### src/rtl/bram_dump.sv
// bram_dump: reads the backup SRAM out as a big-endian byte stream.
// Word reads are only issued in cycles the CPU leaves idle. A read that
// collides with a CPU access is abandoned and retried at the same address.
// A dirty flag records CPU writes so firmware can tell whether a captured
// image is stale.
//
// state | meaning
// IDLE  | waiting for start
// ARB   | waiting for a CPU-free cycle before reading
// READ  | driving ce/oe for RD_WAIT uncontended cycles
// HI    | presenting word[15:8]
// LO    | presenting word[7:0]
module bram_dump #(
    parameter int AW      = 19,
    parameter int RD_WAIT = 2
) (
    input  logic          clk,
    input  logic          map_rst_n,
    input  logic          start,
    input  logic [AW-1:0] base,
    input  logic [AW:0]   len,
    input  logic          cpu_ce,
    input  logic          cpu_we,
    input  logic [15:0]   mem_do,
    output logic [AW-1:0] mem_addr,
    output logic          mem_ce,
    output logic          mem_oe,
    output logic [7:0]    tx_data,
    output logic          tx_valid,
    input  logic          tx_ready,
    output logic          busy,
    output logic          done,
    output logic          dirty
);

    localparam int WW = 4;

    typedef enum logic [2:0] {S_IDLE, S_ARB, S_READ, S_HI, S_LO} state_t;

    state_t        state;
    state_t        state_nx;
    logic [AW-1:0] addr;
    logic [AW:0]   rem;
    logic [15:0]   word;
    logic [WW-1:0] wait_cnt;
    logic          we_q;
    logic          done_q;
    logic          dirty_q;
    logic          accept;
    logic          read_last;
    logic          lo_fire;

    assign accept    = start && (state == S_IDLE);
    assign read_last = (state == S_READ) && !cpu_ce && (wait_cnt == WW'(RD_WAIT - 1));
    assign lo_fire   = (state == S_LO) && tx_ready;

    // State register.
    always_ff @(posedge clk) begin
        if (!map_rst_n) state <= S_IDLE;
        else            state <= state_nx;
    end

    // Next-state selection.
    always_comb begin
        state_nx = state;
        case (state)
            S_IDLE: if (accept && (len != '0)) state_nx = S_ARB;
            S_ARB:  if (!cpu_ce) state_nx = S_READ;
            S_READ: begin
                if (cpu_ce)         state_nx = S_ARB;
                else if (read_last) state_nx = S_HI;
            end
            S_HI:   if (tx_ready) state_nx = S_LO;
            S_LO:   if (tx_ready) state_nx = (rem == (AW+1)'(1)) ? S_IDLE : S_ARB;
            default: state_nx = S_IDLE;
        endcase
    end

    // Outputs decoded from state; ce/oe are gated by cpu_ce in the same cycle.
    always_comb begin
        mem_ce   = (state == S_READ) && !cpu_ce;
        mem_oe   = (state == S_READ) && !cpu_ce;
        tx_valid = (state == S_HI) || (state == S_LO);
        busy     = (state != S_IDLE);
        tx_data  = 8'h00;
        if (state == S_HI)      tx_data = word[15:8];
        else if (state == S_LO) tx_data = word[7:0];
    end

    // Address, word count, read timer, data latch, done pulse and dirty flag.
    // The wait counter restarts whenever a READ is interrupted or left.
    always_ff @(posedge clk) begin
        if (!map_rst_n) begin
            addr     <= '0;
            rem      <= '0;
            word     <= '0;
            wait_cnt <= '0;
            we_q     <= 1'b0;
            done_q   <= 1'b0;
            dirty_q  <= 1'b0;
        end else begin
            we_q   <= cpu_we;
            done_q <= (accept && (len == '0)) || (lo_fire && (rem == (AW+1)'(1)));
            // A CPU write edge outranks the clear from a coincident start.
            if (cpu_we && !we_q) dirty_q <= 1'b1;
            else if (accept)     dirty_q <= 1'b0;
            if (accept && (len != '0)) begin
                addr <= base;
                rem  <= len;
            end
            if ((state == S_READ) && !cpu_ce) begin
                wait_cnt <= wait_cnt + WW'(1);
                if (read_last) word <= mem_do;
            end else begin
                wait_cnt <= '0;
            end
            if (lo_fire) begin
                addr <= addr + AW'(1);
                rem  <= rem - (AW+1)'(1);
            end
        end
    end

    assign mem_addr = addr;
    assign done     = done_q;
    assign dirty    = dirty_q;

endmodule

### config.mk
export PLATFORM = sky130hd
export DESIGN_NAME = bram_dump
export DESIGN_NICKNAME = d
export VERILOG_FILES = /design/src/rtl/bram_dump.sv
export SDC_FILE = /design/constraint.sdc
export NUM_CORES = 1
export LEC_CHECK = 0
export ABC_AREA = 1
export CORE_MARGIN = 2
export CORE_UTILIZATION = 56
export CTS_BUF_LIST = sky130_fd_sc_hd__clkbuf_8
export DETAILED_ROUTE_END_ITERATION = 7
export GPL_TIMING_DRIVEN = 0
export PLACE_DENSITY_LB_ADDON = 0.25
export SLEW_MARGIN = 10
export SYNTH_ARGS = -nofsm -noshare
export SYNTH_HDL_FRONTEND = slang
export SYNTH_SLANG_ARGS = --single-unit
### constraint.sdc
create_clock -name clk -period 3.85 [get_ports clk]
set_input_delay 0.385 -clock clk [delete_from_list [all_inputs] [get_ports clk]]
set_output_delay 0.385 -clock clk [all_outputs]
set_load 0.02 [all_outputs]
==> reports/results.ini, run 1 <==
[clock_network]
ctsHoldBuffers = 0
cts-buffers-inserted = 9
cts.sinks = 65
post-cts-setup-buffers = 0
cts_max_path_buffers = 2
cts_root_buf = clkbuf_8
cts_resized = 0
clkTransAtPathRegs_ns = 0.07
clk_latency_ns = 0.35
cts_tree = built
cts.htree.levels = 3

[worst_setup_path]
crit_start = state[0]
reg2reg_from = mem_addr[0]
worst-r2r-setup-slack_ns = 2.02
path_buf_inv = 1
crit_type = reg2out
r2r.worst_path.cells = 8
critPathLaunchType = flop
crit_end = tx_data[5]
crit_arrival_ns = 2.13
crit_fanout = 10
end_kind = output port
cp.depth = 3
required_ns = 3.46
slowest_delay_ns = 0.66
reg2reg_to = mem_addr[14]
slowest_stage = clkdlybuf4s50_1
path_delay_family = buffers and inverters
worstPathCellList = nand3_1 > o21ai_0 > clkdlybuf4s50_1

[timing]
maxSlewViolCount = 0
slew_headroom_pct = 60.8
hold_slack_ns = 0.428
setup-tns-final_ns = 0
worst_slack_ns = 1.34
finalHoldViolCount = 0
period_minus_slack_ns = 2.51
fmax_mhz = 398
tightest_slew_ns = 0.588
setup_violations = 0
clock_skew_ns = 0.00456
finalCritPeriodShare_pct = 65.2
rsz0062_at_grt = false

[flow_run]
max-cap-violations = 0

[route]
routed_wl_um = 12100
via_count = 4533
dr.pass1.iters = 5
drt_iter0_drc = 347
ant_nets = 0
viasPerCell = 5.73
wl_per_cell_um = 15.2
drc = 0

[pwr]
power_density_mw_per_mm2 = 594
seq_power_share_pct = 32.5
p_sw_w = 0.00132
ir_drop_mv = 0.394
leakagePower_nw = 2.10
p_comb_share_pct = 47.2
power_w = 0.00302
internal_power_w = 0.00170
p_sw_share_pct = 43.7
clockPowerShare_pct = 20.2

[global_route]
grt_overflow_total = 0
grt_usage_pct = 32.6
grt_pass1_vias = 4179
grt_util_met2_pct = 53.8
met1_usage_pct = 39.5
use_met3_pct = 8.82
antenna_found_initial = 0
gr-max-usage-layer = met2
grt_pass1_wl_um = 19400
grt_max_degree = 11

[synthesis]
synth_ff_type = dfxtp_1
netlist_area_mm2 = 0.00386
yosysTopAreaCell = dfxtp_1
synthTopCellsByArea = dfxtp_1 (34%), nand2_1 (14%), nor2_1 (9.1%)
ys_types = 39
synth_nets = 671
synthArstFlopShare_pct = 0
ys_warn_count = 0
syn_avg_cell_area_um2 = 6.38
synth-seq-area-share_pct = 33.7
synth_top_cell_area_share_pct = 33.7
syn-instance-count = 605
synth_edf_count = 0
synth-seq-cells = 65

[outcome]
status = finished, final reports clean

[cells_and_area]
final_cell_mix = nand2_1 (145), nor2_1 (94), clkdlybuf4s50_1 (92)
antenna_cells = 0
final_common_cell = nand2_1
final_area_mm2 = 0.00508
drive_gt1_share_pct = 7.74
syn_to_final_growth_pct = 31.7
nNetsFinal = 774

[placed_design]
port-buffer-count = 92
gp_congestion = 0.922
dp_slack_ns = 1.52
hpwl_um = 8590
dpl_cell_area_mm2 = 0.00488

[die]
ios = 94
die_w_um = 87.0
core_mm2 = 0.00672
rows = 30
die_h_um = 87.0
initial_core_util_pct = 57.4
dieArea_mm2 = 0.00757

[min_path]
hp-start = we_q
min_path_type = reg2reg

==> metal layers <==
layer | vias to the layer above | share of wire (%) | wire length (um)
li1 | 2171 | - | -
met1 | 2045 | 40 | 4830
met2 | 268 | 47 | 5670
met3 | 49 | 9.8 | 1180
met4 | 0 | 3.1 | 376
met5 | - | 0 | 0
==> cell families after synthesis <==
| logic type | synth area share [%] |
|---|---|
| buffers and inverters | 9.63 |
| flip-flops | 33.7 |
| AO/OA/AOI/OAI | 17.0 |
| adder cells (fa/ha/maj) | 1.62 |
| AND/OR/NAND/NOR | 36.2 |
| XOR/XNOR | 1.59 |
| multiplexers | 0.259 |
==> worst reg2reg max path, delay by kind of cell (launching register included) <==
kind	cells	cell delay, ns
flops	1	0.44
simple gates	6	0.92
fa+ha+maj	1	0.29
compound gates	1	0.07
==> state kept, by name, summed over array words and instances (netlist names) <==
register,cells
dirty,1
done,1
mem_addr,19
rem,20
state,3
wait_cnt,4
we_q,1
word,16
==> cell usage after synthesis (3+ instances only) <==
| cell | count |
|---|---|
| or2_2 | 3 |
| nand2_2 | 4 |
| xor2_1 | 3 |
| a21oi_1 | 52 |
| nor2_4 | 4 |
| nand3_1 | 48 |
| nand3b_1 | 3 |
| a31oi_1 | 3 |
| nor3_1 | 4 |
| nor2_1 | 94 |
| ha_1 | 5 |
| nand2_1 | 145 |
| inv_1 | 57 |
| o21ai_0 | 46 |
| buf_6 | 4 |
| nor2_2 | 5 |
| xnor2_1 | 4 |
| o211ai_1 | 5 |
| clkbuf_1 | 5 |
| nand4_1 | 8 |
| buf_4 | 3 |
| o21ai_1 | 3 |
| dfxtp_1 | 65 |
| inv_2 | 3 |
| buf_2 | 10 |
| o21bai_1 | 3 |
==> power groups by stage <==
stage | Combinational, W | Clock, W | Sequential, W
6_report | 0.00143 | 0.000611 | 0.000982
5_1_grt | 0.00157 | 0.000645 | 0.00100
4_1_cts | 0.00140 | 0.000615 | 0.000971
3_5_place_dp | 0.00139 | 0 | 0.000984
3_3_place_gp | 0.00135 | 0 | 0.000979
2_1_floorplan | 0.000896 | 0 | 0.00101
==> how the worst min path moves through the flow <==
stage | end | slack (ns) | cells after the start
after global placement | dirty | 0.41 | 1
after floorplan | dirty | 0.40 | 1
after detailed placement | dirty | 0.42 | 1
final | dirty | 0.43 | 1
after global routing | dirty | 0.44 | 1
after CTS | dirty | 0.43 | 1
==> through the flow <==
stage,std cells,utilization [%]
floorplan,605,-
global placement,777,72.6
CTS,791,75.7
detailed placement,777,72.6
global route,791,75.7
finish,791,75.7
==> final cells by class <==
cell class / count / area [um^2]
Clock inverter: 2 / 37.5
Multi-Input combinational cell: 456 / 2190
Fill cell: 548 / 1640
Buffer: 22 / 136
Sequential cell: 65 / 1300
Timing Repair Buffer: 92 / 921
Inverter: 62 / 235
Tap cell: 80 / 100
Clock buffer: 12 / 165
(Power assumes the default switching activity.)
==> run 2, diff against run 1 <==
--- a/config.mk
+++ b/config.mk
@@ -7,7 +7,7 @@
 export LEC_CHECK = 0
 export ABC_AREA = 1
 export CORE_MARGIN = 2
-export CORE_UTILIZATION = 56
+export CORE_UTILIZATION = 52
 export CTS_BUF_LIST = sky130_fd_sc_hd__clkbuf_8
 export DETAILED_ROUTE_END_ITERATION = 7
 export GPL_TIMING_DRIVEN = 0
==> constraint.sdc (replaced) <==
create_clock -name clk -period 2.4 [get_ports clk]
set_input_delay 0.24 -clock clk [delete_from_list [all_inputs] [get_ports clk]]
set_output_delay 0.24 -clock clk [all_outputs]
set_load 0.02 [all_outputs]
==> run 2 against run 1 <==
Effect of this change: critical path depth grew 2; total power grew 60%; sequential cell count is the same; die area grew 7.3%; largest cell class unchanged.
==> reports/results.ini, run 2 (synthesized netlist as in run 1, its figures left out) <==
[outcome]
status = finished, final reports clean

[route]
dr.pass1.iters = 5  ; unchanged
viasPerCell = 5.49  ; -4.3%
ant_nets = 0  ; unchanged
routed_wl_um = 11900  ; -0.97%
wl_per_cell_um = 14.7  ; -3.5%
drt_iter0_drc = 404  ; +16%
drc = 0  ; unchanged
via_count = 4454  ; -1.7%

[worst_setup_path]
r2r.worst_path.cells = 7  ; -1
crit_fanout = 5  ; -5
reg2reg_to = mem_addr[14]
critPathLaunchType = flop
cp.depth = 5  ; +2
worstPathCellList = nor2_1 > nand3_1 > inv_1 > buf_4 > clkdlybuf4s50_1
crit_type = reg2out
path_buf_inv = 3  ; +2
slowest_stage = clkdlybuf4s50_1
crit_end = mem_oe
crit_start = state[0]
path_delay_family = buffers and inverters
worst-r2r-setup-slack_ns = 0.58  ; -1.44 ns
slowest_delay_ns = 0.60  ; -0.06 ns
reg2reg_from = mem_addr[0]
crit_arrival_ns = 2.01  ; -0.12 ns
end_kind = output port
required_ns = 2.16  ; -1.30 ns

[clock_network]
cts-buffers-inserted = 9  ; unchanged
cts_max_path_buffers = 2  ; unchanged
post-cts-setup-buffers = 0  ; unchanged
cts.sinks = 65  ; unchanged
clk_latency_ns = 0.34  ; about the same
cts.htree.levels = 3  ; unchanged
clkTransAtPathRegs_ns = 0.07  ; about the same
cts_tree = built
cts_root_buf = clkbuf_8
ctsHoldBuffers = 0  ; unchanged

[die]
die_h_um = 90.2  ; +3.6%
dieArea_mm2 = 0.00813  ; +7.3%
die_w_um = 90.2  ; +3.6%
core_mm2 = 0.00721  ; +7.4%
initial_core_util_pct = 53.5  ; -3.9 points
ios = 94  ; unchanged
rows = 31  ; +3.3%

[placed_design]
gp_congestion = 0.927  ; +0.61%
hpwl_um = 8670  ; +1.0%
dpl_cell_area_mm2 = 0.00490  ; +0.49%
dp_slack_ns = 0.322  ; -1.20 ns
dp_cells = 796  ; +2.4%
port-buffer-count = 92  ; unchanged

[timing]
clock_skew_ns = 0.00506  ; +0.000493 ns
tightest_slew_ns = 0.546  ; -0.0421 ns
finalHoldViolCount = 0  ; unchanged
setup-tns-final_ns = 0  ; unchanged
period_minus_slack_ns = 2.25
hold_slack_ns = 0.371  ; -0.0573 ns
rsz0062_at_grt = false
finalCritPeriodShare_pct = 93.6
slew_headroom_pct = 63.6  ; +2.8 points
setup_violations = 0  ; unchanged
maxSlewViolCount = 0  ; unchanged
fmax_mhz = 445
worst_slack_ns = 0.153  ; -1.19 ns

[cells_and_area]
largest_reg_flops = 20  ; unchanged
layoutNonFillerInstCount = 812  ; +2.7%
nNetsFinal = 774  ; unchanged
fillers = 637  ; +16%
regMostFlops = rem
final_common_cell = nand2_1
drive_gt1_share_pct = 7.99  ; +0.26 points
final_cell_mix = nand2_1 (145), nor2_1 (94), clkdlybuf4s50_1 (92)
final_area_mm2 = 0.00512  ; +0.64%
antenna_cells = 0  ; unchanged
syn_to_final_growth_pct = 32.5

[global_route]
grt_overflow_total = 0  ; unchanged
grt_usage_pct = 28.6  ; -4.0 points
grt_pass1_wl_um = 18900  ; -2.5%
grt_util_met2_pct = 48.6  ; -5.2 points
use_met3_pct = 5.45  ; -3.4 points
grt_max_degree = 12  ; +1
antenna_found_initial = 0  ; unchanged
met1_usage_pct = 34.9  ; -4.6 points
gr-max-usage-layer = met2
grt_pass1_vias = 4081  ; -2.3%

[min_path]
min_path_type = in2reg

[flow_run]
max-cap-violations = 0  ; unchanged

[pwr]
leakagePower_nw = 2.10  ; +0.31%
ir_drop_mv = 0.622  ; +58%
power_density_mw_per_mm2 = 946  ; +59%

==> run 2: worst min path at each step <==
stage | depth (start not counted) | startpoint | to | slack [ns]
2_1_floorplan | 2 | cpu_we | we_q | 0.35
3_3_place_gp | 1 | we_q | dirty | 0.41
3_5_place_dp | 1 | we_q | dirty | 0.43
4_1_cts | 3 | map_rst_n | we_q | 0.38
5_1_grt | 3 | map_rst_n | mem_addr[2] | 0.39
6_report | 3 | map_rst_n | we_q | 0.37
==> run 2: report_power, final <==
group | total (W) | leakage [nW] | internal (W) | switching [W]
clock | 0.000970 | 0.107 | 0.000533 | 0.000437
sequential | 0.00158 | 0.531 | 0.00130 | 0.000280
combinational | 0.00230 | 1.46 | 0.000882 | 0.00141
total | 0.00484 | 2.10 | 0.00271 | 0.00213
==> run 2: final cells by class <==
class	count	area, um^2	share of cell area [%]
multi-input cells	456	2190	42.8
repair buffers	92	921	18.0
clock buffers	11	151	2.96
plain buffers	22	136	2.67
inverters	62	235	4.60
well taps	99	124	2.42
flip-flops and latches	65	1300	25.4
clock inverters	5	55.1	1.08
==> run 2: through the flow <==
stage	power [W]	util (%)
6_report	0.00484	70.9
2_1_floorplan	0.00306	-
4_1_cts	0.00479	70.8
5_1_grt	0.00516	70.9
3_3_place_gp	0.00376	68.0
3_5_place_dp	0.00382	68.0
==> run 2: what timing repair did <==
item | CTS | global route
hold endpoints to repair | 0 | 0
gates resized for setup | 0 | 1
endpoints found under the setup margin | 0 | 3
==> run 2: routing by layer <==
layer	part of all wire [%]	up-vias	wire [um]
met5	0	-	0
met4	2.4	0	288
met3	8.4	27	997
met2	48	224	5700
met1	42	2036	4960
li1	-	2167	-
==> run 2: worst register-to-register path, cell delays in order, from the launching register on <==
cell and delay (ns):
dfxtp_1 0.44, ha_1 0.28, nand3_1 0.17, nor3_4 0.30, nand2_1 0.13, nor2_1 0.15, nand3_1 0.10, a31oi_1 0.18
